<file path="config.mk">
export PLATFORM = sky130hd
export DESIGN_NAME = cp0_unit
export DESIGN_NICKNAME = d
export VERILOG_FILES = /design/src/rtl/cp0_unit.sv
export SDC_FILE = /design/constraint.sdc
export NUM_CORES = 1
export LEC_CHECK = 0
export ABC_AREA = 1
export BUFFER_PORTS_ARGS = -buffer_cell sky130_fd_sc_hd__buf_2
export CAP_MARGIN = 10
export CORE_MARGIN = 4
export CORE_UTILIZATION = 56
export CTS_CLUSTER_DIAMETER = 50
export DETAILED_ROUTE_END_ITERATION = 16
export GPL_TIMING_DRIVEN = 0
export HOLD_SLACK_MARGIN = 0.1
export PLACE_DENSITY_LB_ADDON = 0.2
export SLEW_MARGIN = 40
export SYNTH_ARGS = -nofsm -noshare
export SYNTH_HDL_FRONTEND = slang
export SYNTH_SLANG_ARGS = --single-unit
</file>
<file path="constraint.sdc">
create_clock -name clk -period 2.1 [get_ports clk]
set_input_delay 0.105 -clock clk [delete_from_list [all_inputs] [get_ports clk]]
set_output_delay 0.105 -clock clk [all_outputs]
set_load 0.01 [all_outputs]
</file>
<file path="src/rtl/cp0_unit.sv">
// cp0_unit: coprocessor-0 register file with exception/eret handling and a Count/Compare timer
module cp0_unit #(
    parameter logic [31:0] EXC_VECTOR = 32'h0040_0004
) (
    input  logic        clk,
    input  logic        reset,
    input  logic        cpu_cp0_rst,
    input  logic        cpu_cp0_mfc0,
    input  logic        cpu_cp0_mtc0,
    input  logic [31:0] cpu_cp0_pc,
    input  logic [4:0]  cpu_cp0_rd,
    input  logic [31:0] cpu_cp0_wdata,
    input  logic        cpu_cp0_exception,
    input  logic        cpu_cp0_eret,
    input  logic [4:0]  cpu_cp0_cause,
    output logic [31:0] cp0_cpu_rdata,
    output logic [31:0] cp0_cpu_status,
    output logic [31:0] cp0_cpu_exc_addr,
    output logic        cp0_cpu_timer_irq
);
    logic [31:0] count, compare, status, epc, cause;
    logic [4:0]  exc_code;
    logic        pending;
    logic        wr, timer_hit;

    assign wr        = cpu_cp0_mtc0 & ~cpu_cp0_exception & ~cpu_cp0_eret;
    assign timer_hit = (count == compare) && (compare != 32'd0);
    assign cause     = {16'd0, pending, 8'd0, exc_code, 2'b00};

    // register updates: exception beats eret beats mtc0; the timer runs regardless
    always_ff @(posedge clk or negedge reset) begin
        if (!reset) begin
            count    <= 32'd0;
            compare  <= 32'd0;
            status   <= 32'd0;
            epc      <= 32'd0;
            exc_code <= 5'd0;
            pending  <= 1'b0;
        end else if (cpu_cp0_rst) begin
            count    <= 32'd0;
            compare  <= 32'd0;
            status   <= 32'd0;
            epc      <= 32'd0;
            exc_code <= 5'd0;
            pending  <= 1'b0;
        end else begin
            count    <= (wr && cpu_cp0_rd == 5'd9) ? cpu_cp0_wdata : count + 32'd1;
            compare  <= (wr && cpu_cp0_rd == 5'd11) ? cpu_cp0_wdata : compare;
            status   <= cpu_cp0_exception ? status << 5 :
                        cpu_cp0_eret ? status >> 5 :
                        (wr && cpu_cp0_rd == 5'd12) ? cpu_cp0_wdata : status;
            epc      <= cpu_cp0_exception ? cpu_cp0_pc :
                        (wr && cpu_cp0_rd == 5'd14) ? cpu_cp0_wdata : epc;
            exc_code <= cpu_cp0_exception ? cpu_cp0_cause :
                        (wr && cpu_cp0_rd == 5'd13) ? cpu_cp0_wdata[6:2] : exc_code;
            pending  <= (wr && cpu_cp0_rd == 5'd11) ? 1'b0 :
                        timer_hit ? 1'b1 :
                        (wr && cpu_cp0_rd == 5'd13) ? cpu_cp0_wdata[15] : pending;
        end
    end

    // read mux and next-PC target from current state
    always_comb begin
        cp0_cpu_rdata = 32'd0;
        if (cpu_cp0_mfc0)
            cp0_cpu_rdata = (cpu_cp0_rd == 5'd9)  ? count :
                            (cpu_cp0_rd == 5'd11) ? compare :
                            (cpu_cp0_rd == 5'd12) ? status :
                            (cpu_cp0_rd == 5'd13) ? cause :
                            (cpu_cp0_rd == 5'd14) ? epc : 32'd0;
        cp0_cpu_exc_addr  = (cpu_cp0_eret && !cpu_cp0_exception) ? epc : EXC_VECTOR;
        cp0_cpu_status    = status;
        cp0_cpu_timer_irq = pending & status[15] & status[0];
    end
endmodule

</file>
# [Yosys cells after proc, flatten, opt, wreduce, memory -nomap -nowiden]
# Index checks and enable logic that the tools add are counted.
[op_classes] n_addsub=1 eq_ne=6 n_mux=25 n_bitwise=6 n_reduce_logical=14
[op_table] cell="$mux 32" n=18
[op_table] cell="$add 32x1->32 const B" n=1
[op_table] cell="$eq 32x32->1" n=1
[op_table] cell="$reduce_bool 32->1" n=1
[op_table] cell="$eq 5x4->1 const B" n=5
[op_table] cell="$mux 5" n=3
[op_table] cell="$reduce_bool 4->1" n=2
[op_table] cell="$logic_and 1x1->1" n=7
[op_table] cell="$reduce_bool 3->1" n=2
[op_table] cell="$and 1x1->1" n=4
[op_table] cell="$mux 1" n=4
[op_table] cell="$not 1->1" n=2
[op_table] cell="$reduce_bool 2->1" n=1
[op_table] cell="$logic_not 1->1" n=1
[totals] ff_bits=134 out_inout_bits=97

# [Logic depth before layout (Yosys ltp)]
# Gate-level depths: netlist (run 1).
[logic_depth] ltp_word=8 mapped_depth=11 ltp_nobuf=11

# [Worst setup path before layout (run 1)]
# OpenSTA, ideal clock, no wires.
[synth_path] kind="flip-flop to flip-flop" startpoint="reg count[0]" endpoint="reg count[18]" setup_time_ns=0.117 arrival_time_ns=1.380 path_slack_ns=0.603 stages_incl_launch_ff=9 n_path_buf=0 cell_sequence="dfrtp_1 ha_1 nand3_2 nor2_2 nand3_1 o21ai_1 nand3_1 o21ai_1 inv_1"
[synth_between] elab_chain_len=3
[synth_lines] item="start: declaration" line="21" text="logic [31:0] count, compare, status, epc, cause;"
[synth_lines] item="start signal: assignment" line="47" text="count <= (wr && cpu_cp0_rd == 5'd9) ? cpu_cp0_wdata : count + 32'd1;"
[synth_lines] item="$add 32x1->32" line="47"
[synth_lines] item="$mux 32" line="47"
[synth_lines] item="$mux 32" line="39" text="end else if (cpu_cp0_rst) begin"
# No other way between the ends.
# A chain may end at the register's enable or synchronous reset.

# [Final worst setup path (run 1)]
# Ends and elaborated chain as after synthesis.

==> out/metrics.yaml, run 1 <==
status:
  status: "complete, no violations"
synth:
  yosys_warnings: 0
  synth_fp_nets: 1421
  synthAdderAreaFrac_pct: 0.1403
  yosys.area_share.simple_pct: 24.86
  synth.most_common_cell: "nand2_1"
  synth_area_leaders: "dfrtp_1 (38%), o21ai_0 (13%), nand2_1 (12%)"
  yosysTopAreaCell: "dfrtp_1"
  synth_xor_area_share_pct: 2.062
  ys_seq_area_share_pct: 37.59
  synth-seq-cells: 134
  avgSynthCellArea_sq_um: 6.662
  synth_edf_count: 0
  synthTopCellsByCount: "nand2_1 (276), o21ai_0 (228), inv_1 (201), dfrtp_1 (134), nor2_1 (106)"
  synth_top_area_share_pct: 37.59
  syn-cell-area_sq_mm: 0.008920
  yosysUniqueCellTypes: 37
  muxShareOfSynthArea_pct: 0
  syn_inst: 1339
  synth-compound-area-share_pct: 22.78
  async_reset_ff_share_pct: 100.0
  ys_dominant_reg_cell: "dfrtp_1"
  synth_top_family_by_area: "simple AND/OR/NAND/NOR gates"
placed_design:
  post-dp-hpwl_mm: 28.64
  gp_congestion: 1.075
  place_inst: 1727
  port_buffers: 175
grt:
  grt_pass1_wl_mm: 57.48
  overflow: 0
  grt_max_degree: 64
  grtUsageTotal_pct: 41.90
  grt_pass1_vias: 10280
  antenna_found_initial: 1
timing:
  tightest_slew_ps: 745.9
  rsz0062_at_grt: "no"
  fmax_mhz: 493.1
  fin_crit_sh_pct: 96.57
  slew-limit-headroom_pct: 50.27
  hold_violations: 0
  setup_viol: 0
  slew_violations: 0
  fin_crit_ps: 2028
  fin_skew_ps: 10.07
clock_tree:
  cts_tree: "yes"
  post_cts_buffers: 0
  clk_pin_slew_worst_paths_ps: 70
  cts_buffer_depth: 2
  htree_levels: 4
  numCtsBuffers: 17
  clock_latency_ps: 430
  clkSinkCount: 134
  cts_root_buf: "clkbuf_16"
cells_and_area:
  nets: 1679
  area_delta_synth_final_pct: 27.02
  final_cells: 1822
  drive_gt1_share_pct: 16.71
routing:
  num_vias: 11020
  first_pass_iters: 8
  drtIter0Drc: 1557
  drt-total-wl_mm: 38.66
  wl_per_cell_microns: 21.22
  viasPerCell: 6.050
  drt.antenna.violating_nets: 0
  drc: 0
power:
  peakVddDrop_v: 0.0006066
  cellPowerDensity_mw_per_mm2: 613.3
  fin_total_pwr_uw: 6949
  p_leak_uw: 0.005528
die:
  num_rows: 45
  start_util_pct: 57.82
  design.die.area_sq_mm: 0.01801
  core_sq_mm: 0.01543
  ios: 178
  die_w_microns: 134.2
  die-height_microns: 134.2
run:
  cap_viol_max_count: 0
worst_hold_path:
  hp-class: "input pin to flip-flop"
worst_setup_path:
  crit_path_start_kind: "flip-flop"
  critPathRequiredTime_ps: 2420
  worst_path_max_delay_cell: "dfrtp_2"
  cp_data_arrival_time_ps: 2350
  critPathTopFamily: "simple AND/OR/NAND/NOR gates"
  worstPathMaxFanout: 7
  max_stage_delay_ps: 470
  critical_path.cell_chain: "ha_1 > nand3_2 > nor2_4 > nand3_1 > o21ai_1 > nand3_1 > o21ai_1 > inv_1"
  cp.buffers_inverters: 1
  worstSetupPathType: "flip-flop to flip-flop"
  crit_path_end_kind: "flip-flop"
metal layers:
layer | share of wire, % | vias up | GRT usage [%]
met5 | 0.034 | - | 0
met4 | 6.1 | 2 | 20.70
met3 | 13 | 203 | 11.78
met2 | 45 | 927 | 65.75
met1 | 36 | 5002 | 53.32
li1 | - | 4890 | -
logic make-up (layout without fill, tap and decap cells):
family / after synthesis / in the layout
and+or+nand+nor: 525 / 525
AOI/OAI and AO/OA: 378 / 378
buffers and inverters: 280 / 551
DFF: 134 / 134
xor gates and xnor gates: 21 / 21
adders and majority gates: 1 / 1
other: 0 / 1
stage by stage:
step	hold WS [ps]	setup TNS (ps)	setup WS [ps]	util, %	cell area [sq um]
after global placement	410.6	-125310	-951.1	65.21	10060
after floorplan	-190.6	0	603.1	-	8920
after global routing	147.8	0	27.06	73.42	11330
after CTS	103.4	0	74.49	73.41	11330
after detailed placement	-53.59	-5.855	-5.855	65.63	10120
final	118.9	0	72.06	73.44	11330
power by group:
part	internal (uW)	switching, uW	total, uW
Sequential	2700	97.8	2800
Combinational	406	765	1170
Clock	1710	1270	2980
Total	4810	2130	6950
worst paths after layout:
check | from | end | slack (ps) | cells past startpoint
max | count[0]$_DFF_PN0_ | count[18]$_DFF_PN0_ | 70 | 8
min | cpu_cp0_wdata[26] | epc[26]$_DFFE_PN0P_ | 120 | 5
max reg2reg | count[0]$_DFF_PN0_ | count[18]$_DFF_PN0_ | 70 | 8
min reg2reg | compare[25]$_DFFE_PN0P_ | compare[25]$_DFFE_PN0P_ | 530 | 2
max in group asynchronous | reset | epc[27]$_DFFE_PN0P_ | 580 | 5
min in group asynchronous | reset | count[17]$_DFF_PN0_ | 630 | 3
repair_timing:
item / 4_1_cts / 5_1_grt
hold buffers: 62 / 0
endpoints found under the hold margin: 158 / 0
resized for setup: 1 / 1
pin swaps: 0 / 0
endpoints found under the setup margin: 2 / 3
sequential cells by signal, indices dropped and copies added (netlist names):
register and count:
epc 32, count 32, pending 1, compare 32
exc_code 5, cp0_cpu_status 32
worst register-to-register path: stages (launching register included):
cell and delay [ps]:
dfrtp_2 470, ha_1 240, nand3_2 190, nor2_4 260
nand3_1 250, o21ai_1 210, nand3_1 100, o21ai_1 120
inv_1 70
layout by cell type (no fill, tap or decap), types with 3 or more instances in the layout:
master         instances
dlygate4sd3_1         62
inv_1                201
o2111ai_1              8
buf_2                199
nor3_1                21
nand3_1               98
nand2_2                5
clkinv_4               3
a32oi_1                5
clkbuf_1              31
nor2_1               106
o21ai_1               25
nand4_1                5
o21ai_0              228
nand2_1              276
nor2_4                 4
buf_4                  3
inv_6                  4
nor2_2                 6
clkbuf_16             17
xor2_1                 7
xnor2_1               14
a21oi_1               66
buf_1                  9
o22ai_1               35
dfrtp_1              133
a22oi_1                4
buf_6                  3
clkinvlp_4             3
inv_2                  5
layout make-up:
class                   instances  area (sq um)
multi-input cells             925          4451
well taps                     211         264.0
clock inverters                12         118.9
repair buffers                239          1562
flip-flops and latches        134          3354
clock buffers                  20         456.7
diodes                          1         2.502
plain buffers                  72         337.8
fillers                      1298          4098
inverters                     208         783.3
No activity file was read; power rests on OpenSTA's default activity.
==> inputs of run 2 (changes only) <==
--- a/config.mk
+++ b/config.mk
@@ -7,14 +7,14 @@
 export LEC_CHECK = 0
 export ABC_AREA = 1
 export BUFFER_PORTS_ARGS = -buffer_cell sky130_fd_sc_hd__buf_2
-export CAP_MARGIN = 10
+export CAP_MARGIN = 20
 export CORE_MARGIN = 4
 export CORE_UTILIZATION = 56
 export CTS_CLUSTER_DIAMETER = 50
 export DETAILED_ROUTE_END_ITERATION = 16
 export GPL_TIMING_DRIVEN = 0
 export HOLD_SLACK_MARGIN = 0.1
-export PLACE_DENSITY_LB_ADDON = 0.2
+export PLACE_DENSITY = 0.86
 export SLEW_MARGIN = 40
 export SYNTH_ARGS = -nofsm -noshare
 export SYNTH_HDL_FRONTEND = slang
==> run 2 against run 1 <==
Core utilization up 0.47 points. Sequential share of layout area is 0.20 points lower. Critical path type is now input pin to output pin. Maximum frequency is 0.46% lower. Via count up 0.62%. Routed wire length down 0.18%. Die area is the same. Register-to-register slack improved by 50 ps. Combinational power about the same. Hold slack lost 14 ps. Highest routed layer unchanged.
==> out/metrics.yaml, run 2 (synthesis gave the netlist of run 1 again) <==
placed_design:
  dpl_worst_slack_ps: 78.58  # +84.43 ps
  gp_congestion: 1.006  # -6.4%
  post-dp-hpwl_mm: 28.85  # +0.73%
  port_buffers: 175  # unchanged
power:
  p_sw_uw: 2149  # +0.65%
  cellPowerDensity_mw_per_mm2: 639.4  # +4.3%
  pwr-share-seq_pct: 38.3  # -1.9 points
  p_int_uw: 5142  # +6.8%
  switching_share_pct: 29.48  # -1.2 points
  p_leak_uw: 0.005556  # +0.51%
  peakVddDrop_v: 0.0007458  # +23%
  power_frac_clock_pct: 45.5  # +2.6 points
  fin_total_pwr_uw: 7290  # +4.9%
  power_frac_comb_pct: 16.2  # -0.7 points
grt:
  grt_max_degree: 62  # -3.1%
  antenna_found_initial: 2  # +1
  grt_pass1_wl_mm: 58.55  # +1.9%
  grtUsageTotal_pct: 42.46  # +0.56 points
  overflow: 0  # unchanged
  grt_pass1_vias: 10430  # +1.4%
run:
  cap_viol_max_count: 0  # unchanged
timing:
  timing.final.ws_setup_ps: 62.63  # -9.429 ps
  slew-limit-headroom_pct: 56.23  # +6.0 points
  fin_crit_ps: 2037  # +9.428 ps
  fmax_mhz: 490.8  # -0.46%
  slew_violations: 0  # unchanged
  setup_viol: 0  # unchanged
  fin_skew_ps: 7.068  # -3.006 ps
  rsz0062_at_grt: "yes"
  fin_tns_setup_ps: 0  # unchanged
  fin_crit_sh_pct: 97.02  # +0.45 points
  hold_violations: 0  # unchanged
  tightest_slew_ps: 656.6  # -89.38 ps
clock_tree:
  cts_tree: "yes"
  clkSinkCount: 134  # unchanged
  post_cts_buffers: 0  # unchanged
  cts_buffer_depth: 2  # unchanged
  cts_root_buf: "clkbuf_16"
  clock_latency_ps: 430  # about the same
  clk_pin_slew_worst_paths_ps: 60  # about the same
  numCtsBuffers: 17  # unchanged
  htree_levels: 4  # unchanged
cells_and_area:
  nets: 1678  # -0.060%
  area_delta_synth_final_pct: 27.83
  fillCellCount: 1274  # -1.8%
  drive_gt1_share_pct: 16.90  # +0.20 points
  final_core_util_pct: 73.91  # +0.47 points
  regArea_sq_mm: 0.003353  # about the same
  layout_common_cells: "nand2_1 (276), o21ai_0 (228), inv_1 (201), buf_2 (199), dfrtp_1 (134)"
  multi_input_area_sq_mm: 0.004476  # +0.56%
  final_common_cell: "nand2_1"
die:
  core_sq_mm: 0.01543  # unchanged
  ios: 178  # unchanged
  start_util_pct: 57.82  # unchanged
  die-height_microns: 134.2  # unchanged
  die_w_microns: 134.2  # unchanged
  num_rows: 45  # unchanged
  design.die.area_sq_mm: 0.01801  # unchanged
routing:
  wl_per_cell_microns: 21.19  # -0.13%
  drtIter0Drc: 1776  # +14%
  drc: 0  # unchanged
  first_pass_iters: 7  # -1
  drt-total-wl_mm: 38.59  # -0.18%
  num_vias: 11090  # +0.62%
  drt.antenna.violating_nets: 0  # unchanged
  viasPerCell: 6.091  # +0.67%
status:
  status: "complete, no violations"
worst_setup_path:
  cp_data_arrival_time_ps: 1930  # -420 ps
  crit_path_end_kind: "output pin"
  r2r_cells: 10  # +2
  critPathRequiredTime_ps: 2000  # -420 ps
  crit_path_start_kind: "input pin"
  worstSetupPathType: "input pin to output pin"
  worstPathMaxFanout: 10  # +3
worst_hold_path:
  hp-class: "input pin to asynchronous set/reset pin"
run 2: changes by cell type in the layout (fill, tap and decap cells not counted), sizes merged:
| cell | previous run | this run |
|---|---|---|
| bufinv | 1 | 4 |
| clkinv | 5 | 2 |
| dlygate4sd3 | 62 | 61 |
| clkbuf | 52 | 51 |
| inv | 211 | 212 |
run 2: metrics by stage:
step	instance area (sq um)	instances	hold WS [ps]
finish	11400	1821	105.1
global route	11400	1820	124.8
CTS	11370	1820	100.3
detailed placement	10120	1727	-53.78
global placement	10060	1725	410.9
floorplan	8920	1339	-190.6
run 2: power by group through the flow:
stage          logic [uW]  clock network (uW)  registers (uW)
2_1_floorplan         546                   0            2820
3_3_place_gp          991                   0            2830
3_5_place_dp         1020                   0            2830
4_1_cts              1120                3290            2790
5_1_grt              1270                3390            2800
6_report             1180                3320            2790
run 2: timing repair:
action / in CTS / in global routing
resized for setup: 0 / 5
endpoints found under the hold margin: 151 / 0
endpoints found under the setup margin: 0 / 5
hold buffers: 61 / 0
run 2: per-layer routing:
layer | global-route usage, % | up-vias | part of all wire, %
met1 | 54.35 | 5068 | 36
met3 | 11.74 | 187 | 14
met5 | 0 | - | 0.039
li1 | - | 4881 | -
met2 | 67.12 | 952 | 45
met4 | 19.57 | 4 | 5.7
run 2: layout make-up:
class | instances | share of cell area [%]
Tap cell | 211 | 2.315
Multi-Input combinational cell | 925 | 39.25
Inverter | 208 | 6.869
Buffer | 72 | 2.963
Antenna cell | 1 | 0.02195
Timing Repair Buffer | 238 | 13.61
Sequential cell | 134 | 29.41
Clock buffer | 19 | 3.885
Clock inverter | 13 | 1.679
run 2: worst paths after layout:
| path | startpoint | endpoint | slack, ps |
|---|---|---|---|
| worst min register to register | compare[7]$_DFFE_PN0P_ | compare[7]$_DFFE_PN0P_ | 520 |
| max in group asynchronous | reset | epc[22]$_DFFE_PN0P_ | 1100 |
| min in group clk | cpu_cp0_exception | cp0_cpu_status[2]$_DFFE_PN0P_ | 130 |
| worst min-delay path | reset | count[9]$_DFF_PN0_ | 110 |
| worst max register to register | count[0]$_DFF_PN0_ | count[24]$_DFF_PN0_ | 120 |
| worst max-delay path | cpu_cp0_rd[4] | cp0_cpu_rdata[16] | 60 |
run 2: worst max-delay path, stage by stage:
cell	delay, ps
buf_2	110
nor2_2	260
nand2_2	200
buf_1	300
o22ai_1	410
o21ai_0	170
a21oi_1	200
buf_2	170
